**src/rtl/entity_frame_publisher.sv**
```systemverilog
// Entity frame publisher: game logic fills a shadow bank of nine entity words,
// and the whole bank is copied to the PPU-facing outputs in one cycle per frame
// so the renderer never sees a half-updated entity set.
module entity_frame_publisher #(
    parameter logic [3:0] EMPTY_ID  = 4'hF,
    parameter int         OVERRUN_W = 8
) (
    input  logic                 clk,
    input  logic                 reset,
    input  logic                 wr_valid,
    output logic                 wr_ready,
    input  logic [3:0]           wr_slot,
    input  logic [17:0]          wr_data,
    input  logic                 batch_open,
    input  logic                 frame_tick,
    output logic [13:0]          entity_1,
    output logic [13:0]          entity_2,
    output logic [13:0]          entity_3,
    output logic [13:0]          entity_4,
    output logic [13:0]          entity_5,
    output logic [13:0]          entity_6,
    output logic [17:0]          entity_7,
    output logic [13:0]          entity_8_Flip,
    output logic [13:0]          entity_9_Flip,
    output logic                 frame_committed,
    output logic                 commit_pending,
    output logic                 bad_slot,
    output logic [OVERRUN_W-1:0] overrun_count
);

    typedef enum logic [1:0] {
        IDLE       = 2'd0,
        WAIT_BATCH = 2'd1,
        COMMIT     = 2'd2
    } state_t;

    // Low 14 bits of every slot share one array; slot 7 keeps its extra
    // top nibble separately so no slot carries unused storage.
    localparam logic [13:0] EMPTY_WORD = {EMPTY_ID, 10'b0};

    state_t                state_q, state_d;
    logic [13:0]           shadow_q [1:9];
    logic [13:0]           shadow_d [1:9];
    logic [3:0]            shadow7_hi_q, shadow7_hi_d;
    logic [13:0]           pub_q [1:9];
    logic [13:0]           pub_d [1:9];
    logic [3:0]            pub7_hi_q, pub7_hi_d;
    logic                  frame_committed_q, frame_committed_d;
    logic                  commit_pending_q, commit_pending_d;
    logic                  bad_slot_q, bad_slot_d;
    logic [OVERRUN_W-1:0]  overrun_q, overrun_d;
    logic                  wr_fire;
    logic                  slot_in_range;
    logic                  overrun_inc;

    assign wr_ready      = (state_q != COMMIT);
    assign wr_fire       = wr_valid & wr_ready;
    assign slot_in_range = (wr_slot >= 4'd1) && (wr_slot <= 4'd9);

    // Shadow bank write port; out-of-range slots are accepted but discarded
    always_comb begin
        shadow_d     = shadow_q;
        shadow7_hi_d = shadow7_hi_q;
        bad_slot_d   = 1'b0;
        if (wr_fire) begin
            if (slot_in_range) begin
                for (int i = 1; i <= 9; i++) begin
                    if (wr_slot == 4'(i)) begin
                        shadow_d[i] = wr_data[13:0];
                    end
                end
                if (wr_slot == 4'd7) begin
                    shadow7_hi_d = wr_data[17:14];
                end
            end else begin
                bad_slot_d = 1'b1;
            end
        end
    end

    // Frame sequencing: decide when to publish and count dropped frames
    always_comb begin
        state_d           = state_q;
        pub_d             = pub_q;
        pub7_hi_d         = pub7_hi_q;
        frame_committed_d = 1'b0;
        overrun_inc       = 1'b0;
        case (state_q)
            IDLE: begin
                if (frame_tick) begin
                    state_d = batch_open ? WAIT_BATCH : COMMIT;
                end
            end
            WAIT_BATCH: begin
                if (frame_tick) begin
                    overrun_inc = 1'b1;
                end
                if (!batch_open) begin
                    state_d = COMMIT;
                end
            end
            COMMIT: begin
                pub_d             = shadow_q;
                pub7_hi_d         = shadow7_hi_q;
                frame_committed_d = 1'b1;
                state_d           = IDLE;
                if (frame_tick) begin
                    overrun_inc = 1'b1;
                end
            end
            default: begin
                state_d = IDLE;
            end
        endcase
        commit_pending_d = (state_d == WAIT_BATCH);
        overrun_d        = overrun_q;
        if (overrun_inc && (overrun_q != {OVERRUN_W{1'b1}})) begin
            overrun_d = overrun_q + OVERRUN_W'(1);
        end
    end

    // All state, shadow and published registers; reset forces the empty entity set
    always_ff @(posedge clk or negedge reset) begin
        if (!reset) begin
            state_q           <= IDLE;
            for (int i = 1; i <= 9; i++) begin
                shadow_q[i] <= (i == 7) ? 14'h0 : EMPTY_WORD;
                pub_q[i]    <= (i == 7) ? 14'h0 : EMPTY_WORD;
            end
            shadow7_hi_q      <= EMPTY_ID;
            pub7_hi_q         <= EMPTY_ID;
            frame_committed_q <= 1'b0;
            commit_pending_q  <= 1'b0;
            bad_slot_q        <= 1'b0;
            overrun_q         <= '0;
        end else begin
            state_q           <= state_d;
            shadow_q          <= shadow_d;
            shadow7_hi_q      <= shadow7_hi_d;
            pub_q             <= pub_d;
            pub7_hi_q         <= pub7_hi_d;
            frame_committed_q <= frame_committed_d;
            commit_pending_q  <= commit_pending_d;
            bad_slot_q        <= bad_slot_d;
            overrun_q         <= overrun_d;
        end
    end

    assign entity_1        = pub_q[1];
    assign entity_2        = pub_q[2];
    assign entity_3        = pub_q[3];
    assign entity_4        = pub_q[4];
    assign entity_5        = pub_q[5];
    assign entity_6        = pub_q[6];
    assign entity_7        = {pub7_hi_q, pub_q[7]};
    assign entity_8_Flip   = pub_q[8];
    assign entity_9_Flip   = pub_q[9];
    assign frame_committed = frame_committed_q;
    assign commit_pending  = commit_pending_q;
    assign bad_slot        = bad_slot_q;
    assign overrun_count   = overrun_q;

endmodule

```
**config.mk**
```make
export PLATFORM = sky130hd
export DESIGN_NAME = entity_frame_publisher
export DESIGN_NICKNAME = d
export VERILOG_FILES = /design/src/rtl/entity_frame_publisher.sv
export SDC_FILE = /design/constraint.sdc
export NUM_CORES = 1
export LEC_CHECK = 0
export BUFFER_PORTS_ARGS = -buffer_cell sky130_fd_sc_hd__buf_2
export CELL_PAD_IN_SITES_DETAIL_PLACEMENT = 1
export CELL_PAD_IN_SITES_GLOBAL_PLACEMENT = 2
export CORE_MARGIN = 2
export CORE_UTILIZATION = 40
export CTS_CLUSTER_SIZE = 14
export DETAILED_ROUTE_END_ITERATION = 8
export PLACE_DENSITY = 0.82
export SYNTH_ARGS = -nofsm -noshare
export SYNTH_HDL_FRONTEND = slang
export SYNTH_SLANG_ARGS = --single-unit
```
**constraint.sdc**
```tcl
create_clock -name clk -period 2.3 [get_ports clk]
set_clock_uncertainty 0.05 [all_clocks]
set_input_delay 0.345 -clock clk [delete_from_list [all_inputs] [get_ports clk]]
set_output_delay 0.345 -clock clk [all_outputs]
set_load 0.05 [all_outputs]
```
==> flow_summary.json, run 1 <==
{
  "outcome": "finished, final reports clean",
  "clock_latency_ns": 0.54,
  "clkTransAtPathRegs_ns": 0.06,
  "cts_buffer_depth": 3,
  "initial_core_util_pct": 40.91,
  "netlist_instances": 618,
  "cts-htree-levels": 1,
  "diodes": 0,
  "slew-limit-headroom_pct": 61.47,
  "clockRootBuffer": "clkbuf_16",
  "track_usage_pct": 18.99,
  "coreArea_um2": 25330,
  "wirelength_mm": 25.44,
  "pin_count": 169,
  "place.gp.congestion": 0.7589,
  "cts_sinks": 273,
  "finalSetupViolCount": 0,
  "period_needed_ns": 2.129,
  "reg2reg_slack_ns": 0.29,
  "cts_buffers": 30,
  "synth_top_area_cell": "dfrtp_1",
  "final.period_utilization_pct": 92.57,
  "die-area_um2": 27210,
  "seqCellArea_um2": 6922,
  "finalMaxSlewViolations": 0,
  "gr-total-overflow": 0,
  "fin_setup_tns_ns": 0,
  "hold-path-endpoint": "bad_slot",
  "ys_ff_latch": 273,
  "die_h_um": 164.9,
  "worst_slack_ns": 0.1709,
  "hp-class": "in2reg",
  "gr-max-usage-layer": "met2",
  "syn_avg_cell_area_um2": 16.77,
  "yosysWarnings": 0,
  "seq_area_frac_synth_pct": 66.80,
  "synth_top_area_share_pct": 48.54,
  "grt_max_degree": 73,
  "area_delta_synth_final_pct": 22.94,
  "synth_edf_count": 0,
  "yosysMostFrequentCell": "mux2_2",
  "hold_path_depth": 2,
  "cts_setup_buffers": 0,
  "critPathKind": "reg2out",
  "synth-async-reset-ratio_pct": 100.0,
  "multi_input_area_um2": 3309,
  "finalHoldViolations": 0,
  "gr-usage-met3_pct": 3.089,
  "cp-end-kind": "output port",
  "pre_cts_slack_ns": 0.3068,
  "route.detailed.drc": 0,
  "synth_area_um2": 10360,
  "fillCellCount": 2458,
  "grt_util_met1_pct": 26.37,
  "cp_max_fo": 13,
  "start_kind": "flop",
  "setup.worst_path.start": "state_q[0]",
  "dp.final_hpwl_mm": 17.34,
  "vias_per_cell": 5.047,
  "via_count": 5930,
  "nets": 852,
  "rows": 58,
  "drtPass1Iterations": 4,
  "arrival_ns": 1.73,
  "tightest_slew_ns": 0.5780,
  "avgRoutedWirePerCell_um": 21.65,
  "r2r-start": "state_q[0]",
  "antenna_found_initial": 1,
  "hold_start": "wr_valid",
  "die_x_um": 164.9,
  "crit_required_ns": 1.90,
  "r2r-end": "shadow_q[36]",
  "port_buffers": 168,
  "rsz0062_at_grt": "no",
  "ys.flop_type": "dfrtp_1",
  "synth_commonest_cells": "mux2_2, dfrtp_1, dfstp_2, buf_2, nand2_1",
  "drv_cap": 0,
  "yosysUniqueCellTypes": 26,
  "first_iter_violations": 263,
  "grt_use_met2_pct": 31.89,
  "drive_above_1_share_pct": 68.28,
  "reg2reg_depth": 6,
  "postRouteAntennaNets": 0,
  "max_freq_mhz": 469.7,
  "synthTopCellsByArea": "dfrtp_1, mux2_2, dfstp_2",
  "grt_pass1_vias": 6578,
  "syn_nets": 649,
  "grt_pass1_wl_mm": 39.15,
  "cts_tree": "yes"
}
what timing repair did:
action | 4_1_cts | 5_1_grt
hold buffers | 6 | 0
endpoints found under the hold margin | 45 | 0
resized for setup | 0 | 0
flip-flops by register name (all words and copies together) (netlist names), 2 cells and up:
name           cells
entity_2          14
entity_7          14
entity_9_Flip     14
state_q            2
entity_6          14
entity_5          14
entity_8_Flip     14
overrun_count      8
entity_1          14
entity_3          14
pub7_hi_q          4
shadow_q         126
entity_4          14
shadow7_hi_q       4
worst max-delay path, cell delays in order, from the launching register on:
cell and delay [ns]:
dfrtp_1 0.40, inv_1 0.15, ha_4 0.29, inv_1 0.12
buf_2 0.23
final cells by class:
cell class | count | area share, %
flip-flops and latches | 273 | 54.34
multi-input cells | 315 | 25.98
repair buffers | 196 | 8.742
clock buffers | 46 | 7.160
well taps | 330 | 3.241
clock inverters | 10 | 0.3929
inverters | 5 | 0.1473
cell families (layout without fill, tap and decap cells):
group                      after synthesis  after routing  synth area share (%)
DFF                                    273            273                 66.80
AOI/OAI and AO/OA                       12             12                0.7126
buffers and inverters                   30            257                 1.377
muxes                                  263            263                 28.58
xor gates and xnor gates                 4              4                0.3381
adders and majority gates                4              4                0.4831
and+or+nand+nor                         32             32                 1.703
cells in the final DEF, fill, tap and decap left out, drive strengths merged:
cell type / count
xnor2: 4
ha: 4
o21bai: 1
clkbuf: 46
buf: 190
mux2: 263
o21ai: 3
and2: 1
nor2: 6
nand4: 4
and3: 3
a32oi: 1
nand2: 8
a21oi: 4
nand3: 3
dfstp: 72
clkinv: 10
and4: 2
inv: 5
dfrtp: 201
o2111ai: 1
and3b: 2
dlygate4sd3: 6
nor2b: 3
o21a: 1
a31oi: 1
stage by stage:
| stage | util [%] | area (um^2) | hold WS (ns) | instances |
|---|---|---|---|---|
| floorplan | - | 10360 | -0.0005911 | 618 |
| global placement | 46.26 | 11720 | 0.3066 | 1113 |
| detailed placement | 46.26 | 11720 | 0.3181 | 1113 |
| CTS | 50.30 | 12740 | 0.04120 | 1175 |
| global route | 50.30 | 12740 | 0.05954 | 1175 |
| finish | 50.30 | 12740 | 0.06189 | 1175 |
layer usage:
metal	wire, um	vias to the layer above	share of wire, %
li1	-	2598	-
met1	11320	3150	45
met2	12350	156	49
met3	1457	26	5.7
met4	311	0	1.2
met5	0	-	0
how the worst max path moves through the flow:
| stage | end | slack [ns] | cells after the start |
|---|---|---|---|
| after floorplan | shadow_q[31] | 0.37 | 8 |
| after global placement | shadow_q[38] | 0.40 | 6 |
| after detailed placement | shadow_q[37] | 0.31 | 6 |
| after CTS | wr_ready | 0.13 | 4 |
| after global routing | wr_ready | 0.08 | 4 |
| final | wr_ready | 0.17 | 4 |
Power of run 1 is not shown: default switching activity piles up to over one toggle a cycle in this logic, so the estimate is an artifact.
==> run 2, diff against run 1 <==
--- a/config.mk
+++ b/config.mk
@@ -9,10 +9,10 @@
 export CELL_PAD_IN_SITES_DETAIL_PLACEMENT = 1
 export CELL_PAD_IN_SITES_GLOBAL_PLACEMENT = 2
 export CORE_MARGIN = 2
-export CORE_UTILIZATION = 40
+export CORE_UTILIZATION = 44
 export CTS_CLUSTER_SIZE = 14
 export DETAILED_ROUTE_END_ITERATION = 8
-export PLACE_DENSITY = 0.82
+export PLACE_DENSITY = 0.89
 export SYNTH_ARGS = -nofsm -noshare
 export SYNTH_HDL_FRONTEND = slang
 export SYNTH_SLANG_ARGS = --single-unit
==> constraint.sdc (replaced) <==
create_clock -name clk -period 2.6 [get_ports clk]
set_clock_uncertainty 0.05 [all_clocks]
set_input_delay 0.39 -clock clk [delete_from_list [all_inputs] [get_ports clk]]
set_output_delay 0.39 -clock clk [all_outputs]
set_load 0.05 [all_outputs]
==> flow_summary.json, run 2 (synthesized netlist as in run 1, its figures left out) <==
{
  "finalMaxSlewViolations": 0,
  "multi_input_area_um2": 3309,
  "grt_max_degree": 131,
  "crit_slowest_cell": "dfrtp_1",
  "dp.final_hpwl_mm": 16.49,
  "grt_pass1_wl_mm": 39.36,
  "hold_path_depth": 2,
  "pin_count": 169,
  "finalSetupViolCount": 0,
  "finalHoldViolations": 0,
  "cts_buffer_depth": 3,
  "cts_sinks": 273,
  "top_register": "shadow_q",
  "cp_max_fo": 5,
  "crit_required_ns": 2.16,
  "cts_tree": "yes",
  "avgRoutedWirePerCell_um": 21.90,
  "track_usage_pct": 20.73,
  "largest_reg_flops": 126,
  "clkTransAtPathRegs_ns": 0.06,
  "drtPass1Iterations": 4,
  "seqCellArea_um2": 6922,
  "initial_core_util_pct": 44.54,
  "cts_resized": 0,
  "route.detailed.drc": 0,
  "area_delta_synth_final_pct": 21.52,
  "die_h_um": 157.5,
  "place.gp.congestion": 0.7563,
  "drive_above_1_share_pct": 68.03,
  "port_buffers": 168,
  "reg2reg_depth": 4,
  "fin_setup_tns_ns": 0,
  "cpMostUsedCell": "inv_1",
  "critPathKind": "reg2out",
  "arrival_ns": 1.58,
  "wirelength_mm": 25.23,
  "die-area_um2": 24790,
  "cts_buffers": 29,
  "cp-end-kind": "output port",
  "drv_cap": 0,
  "tightest_slew_ns": 0.7467,
  "final_cell_mix": "mux2_2, dfrtp_1, buf_2",
  "final_common_cell": "mux2_2",
  "antenna_found_initial": 1,
  "crit_chain": "inv_1, ha_4, inv_1, buf_2",
  "grt_pass1_vias": 6655,
  "slew-limit-headroom_pct": 50.22,
  "gr-total-overflow": 0,
  "postRouteAntennaNets": 0,
  "clockRootBuffer": "clkbuf_16",
  "first_iter_violations": 175,
  "coreArea_um2": 23260,
  "outcome": "finished, final reports clean",
  "hp-class": "in2reg",
  "die_x_um": 157.5,
  "via_count": 5930,
  "rsz0062_at_grt": "no",
  "rows": 56,
  "max_stage_delay_ns": 0.40,
  "vias_per_cell": 5.148,
  "cts-htree-levels": 1,
  "final.period_utilization_pct": 77.74,
  "period_needed_ns": 2.021,
  "clock_latency_ns": 0.54,
  "nets": 840,
  "fillCellCount": 2260,
  "max_freq_mhz": 494.8,
  "start_kind": "flop"
}
[run 2: cell types whose count changed in the layout (fill, tap and decap cells not counted)]
| cell | previous run | this run |
|---|---|---|
| buf_12 | 3 | 4 |
| buf_4 | 19 | 12 |
| bufinv_16 | 0 | 1 |
| inv_6 | 0 | 1 |
| dlygate4sd3_1 | 6 | 1 |
| clkbuf_8 | 8 | 4 |
| clkbuf_1 | 7 | 10 |
| clkbuf_16 | 31 | 29 |
| clkinv_4 | 0 | 1 |
| clkinv_2 | 10 | 7 |
| diode_2 | 0 | 1 |
| clkinvlp_4 | 0 | 1 |
[run 2: worst max-delay path: cells and delay by family (launching register included)]
family                   cells  cell delay (ns)
adder cells (fa/ha/maj)      1             0.22
flip-flops                   1             0.40
buffers and inverters        3             0.42
[run 2: layer usage]
layer	up-vias	wire length, um	track usage (%)
li1	2574	-	-
met1	3171	11270	28.35
met2	152	12360	35.04
met3	33	1208	3.607
met4	0	388	4.199
met5	-	0	0
[run 2: per-stage QoR]
stage	cells	hold WS, ns	utilization (%)	cell area (um^2)	setup WS (ns)
after floorplan	618	0.04441	-	10360	0.6681
after global placement	1096	0.3949	50.17	11670	0.6804
after detailed placement	1096	0.4014	50.17	11670	0.6122
after CTS	1151	0.01801	54.11	12590	0.5540
after global routing	1151	0.02540	54.11	12590	0.4759
final	1152	0.03598	54.13	12590	0.5788
[run 2: path summary, 6_finish.rpt]
kind | slack, ns | to | startpoint
max in group asynchronous | 1.24 | entity_2[11] | reset
hold / removal | 0.04 | state_q[1] | batch_open
setup / recovery | 0.58 | wr_ready | state_q[0]
setup reg to reg | 0.58 | entity_7[10] | state_q[0]
hold reg to reg | 0.44 | overrun_count[5] | overrun_count[5]
min in group asynchronous | 0.39 | shadow_q[71] | reset
[run 2: area by class of cell]
type,instances,area share (%)
Antenna cell,1,0.01987
Clock buffer,43,6.499
Clock inverter,11,0.7155
Inverter,5,0.1491
Multi-Input combinational cell,315,26.28
Sequential cell,273,54.97
Tap cell,319,3.170
Timing Repair Buffer,185,8.188
[run 2: timing repair]
| action | 4_1_cts | 5_1_grt |
|---|---|---|
| hold buffers | 1 | 0 |
| endpoints found under the hold margin | 56 | 0 |
| setup buffers | 0 | 0 |
Power of run 2 is left out for the same reason.
==> run 3, diff against run 2 <==
--- a/config.mk
+++ b/config.mk
@@ -9,10 +9,10 @@
 export CELL_PAD_IN_SITES_DETAIL_PLACEMENT = 1
 export CELL_PAD_IN_SITES_GLOBAL_PLACEMENT = 2
 export CORE_MARGIN = 2
-export CORE_UTILIZATION = 44
+export CORE_UTILIZATION = 40
 export CTS_CLUSTER_SIZE = 14
 export DETAILED_ROUTE_END_ITERATION = 8
-export PLACE_DENSITY = 0.89
+export PLACE_DENSITY = 0.82
 export SYNTH_ARGS = -nofsm -noshare
 export SYNTH_HDL_FRONTEND = slang
 export SYNTH_SLANG_ARGS = --single-unit
==> constraint.sdc (replaced) <==
create_clock -name clk -period 1.9 [get_ports clk]
set_clock_uncertainty 0.05 [all_clocks]
set_input_delay 0.285 -clock clk [delete_from_list [all_inputs] [get_ports clk]]
set_output_delay 0.285 -clock clk [all_outputs]
set_load 0.05 [all_outputs]
==> flow_summary.json, run 3 (synthesized netlist as in run 1, its figures left out) <==
{
  "crit_family": "simple AND/OR/NAND/NOR gates",
  "cts_sinks": 273,
  "coreArea_um2": 25330,
  "grt_max_degree": 68,
  "r2r-start": "state_q[0]",
  "reg2reg_depth": 7,
  "top_register": "shadow_q",
  "clock_latency_ns": 0.53,
  "hold_start": "wr_valid",
  "finalSetupViolCount": 2,
  "seqCellArea_um2": 6923,
  "period_needed_ns": 1.902,
  "reg2reg_slack_ns": -0.002,
  "dp_cells": 1110,
  "via_count": 6003,
  "nets": 859,
  "crit_slowest_cell": "dfrtp_1",
  "die-area_um2": 27210,
  "die_x_um": 164.9,
  "grt_pass1_wl_mm": 40.13,
  "cts_tree": "yes",
  "outcome": "complete, but fails checks",
  "intPower_mw": 16.28,
  "drive_above_1_share_pct": 69.06,
  "ir_drop_mv": 1.157,
  "slew-limit-headroom_pct": 62.08,
  "route.detailed.drc": 0,
  "postRouteAntennaNets": 0,
  "cts_buffers": 29,
  "cts_buffer_depth": 3,
  "final_common_cell": "mux2_2",
  "p_per_area_nw_per_um2": 2107,
  "violations": "negative setup slack",
  "avgRoutedWirePerCell_um": 22.16,
  "max_freq_mhz": 525.7,
  "clockRootBuffer": "clkbuf_16",
  "rows": 58,
  "hp-class": "in2reg",
  "area_delta_synth_final_pct": 25.52,
  "multi_input_area_um2": 3322,
  "place.gp.congestion": 0.7721,
  "crit_required_ns": 2.26,
  "arrival_ns": 2.26,
  "critPathKind": "reg2reg",
  "wirelength_mm": 26.18,
  "r2r-end": "shadow_q[29]",
  "largest_reg_flops": 126,
  "p_leak_nw": 6.069,
  "final_cell_mix": "mux2_2, dfrtp_1, buf_2",
  "drv_cap": 0,
  "worst_slack_ns": -0.002248,
  "pre_cts_slack_ns": 0.05433,
  "port_buffers": 168,
  "grt_pass1_vias": 6715,
  "final.period_utilization_pct": 100.1,
  "netSwitchingPower_mw": 11.12,
  "max_stage_delay_ns": 0.38,
  "cts-htree-levels": 1,
  "clkTransAtPathRegs_ns": 0.06,
  "antenna_found_initial": 2,
  "path_buf_inv": 3,
  "swShare_pct": 40.60,
  "rsz0062_at_grt": "yes",
  "hold-path-endpoint": "bad_slot",
  "finalMaxSlewViolations": 0,
  "crit_chain": "inv_2, ha_4, buf_8, nor2b_4, and4_4, clkbuf_16, mux2_2",
  "clkPwrFrac_pct": 20.0,
  "pin_count": 169,
  "initial_core_util_pct": 40.91,
  "vias_per_cell": 5.083,
  "first_iter_violations": 252,
  "gr-total-overflow": 0,
  "cp-end-kind": "flop",
  "die_h_um": 164.9,
  "drtPass1Iterations": 4,
  "finalHoldViolations": 0,
  "cp_max_fo": 9,
  "tightest_slew_ns": 0.5688,
  "start_kind": "flop",
  "pwr-share-comb_pct": 42.2,
  "hold_path_depth": 2,
  "track_usage_pct": 19.69,
  "fillCellCount": 2462,
  "power_frac_seq_pct": 37.9,
  "fin_cells": 1181,
  "dp.final_hpwl_mm": 17.26
}
## run 3: cell count changes in the layout (fill, tap and decap cells not counted), sizes merged
cell,previous run,this run
inv,6,5
clkinvlp,1,0
bufinv,1,2
dlygate4sd3,1,6
bufbuf,0,2
buf,184,195
clkbuf,43,44
## run 3: what timing repair did
action                                 CTS  global route
setup endpoints to repair                1            22
pin swaps                                1             1
gates cloned                             2             1
hold buffers                             6             0
buffers inserted                         6             2
gates resized for setup                  6             5
endpoints found under the hold margin   49             0
## run 3: power by group through the flow
stage               combinational, mW  sequential [mW]  clock [mW]
floorplan                        3.82             14.8           0
global placement                 10.9             10.3           0
detailed placement               11.2             10.5           0
CTS                              11.6             10.4        5.64
global route                     12.2             10.7        5.89
finish                           11.6             10.4        5.47
## run 3: worst max path at each step
stage / startpoint / endpoint / cells after the start
floorplan: overrun_count[4] / overrun_count[1] / 4
global placement: state_q[0] / wr_ready / 5
detailed placement: state_q[0] / shadow_q[14] / 6
CTS: state_q[0] / wr_ready / 5
global route: state_q[0] / shadow_q[29] / 7
finish: state_q[0] / shadow_q[29] / 7
## run 3: stage by stage
step                      power [mW]  hold WS, ns  utilization, %  cell area, um^2   TNS [ns]
final                          27.40      0.04752           51.35            13010  -0.003123
after global placement         21.15       0.2305           46.69            11830          0
after CTS                      27.69      0.01879           51.14            12950          0
after global routing           28.78      0.03150           51.35            13010    -0.1944
after floorplan                18.63     -0.06059               -            10370          0
after detailed placement       21.69       0.2341           46.69            11830          0
## run 3: final cells by class
class                      instances  area share (%)
sequential                       273           53.23
multi-input combinational        315           25.54
timing repair buffer             204           10.67
clock buffer                      43           6.446
tap                              330           3.175
clock inverter                    10          0.7697
inverter                           5          0.1443
antenna                            1         0.01924
## run 3: worst reg2reg max path, stage by stage (launching register included)
cell       delay, ns
dfrtp_1         0.38
inv_2           0.08
ha_4            0.18
buf_8           0.14
nor2b_4         0.17
and4_4          0.27
clkbuf_16       0.17
mux2_2          0.33
## run 3: metal layers
layer	vias to the layer above	wire [um]	share of wire (%)	track usage [%]
li1	2616	-	-	-
met1	3196	11530	44	26.31
met2	150	12760	49	33.49
met3	41	1287	4.9	3.064
met4	0	597	2.3	5.494
met5	-	0	0	0
No activity file was read; power rests on OpenSTA's default activity.
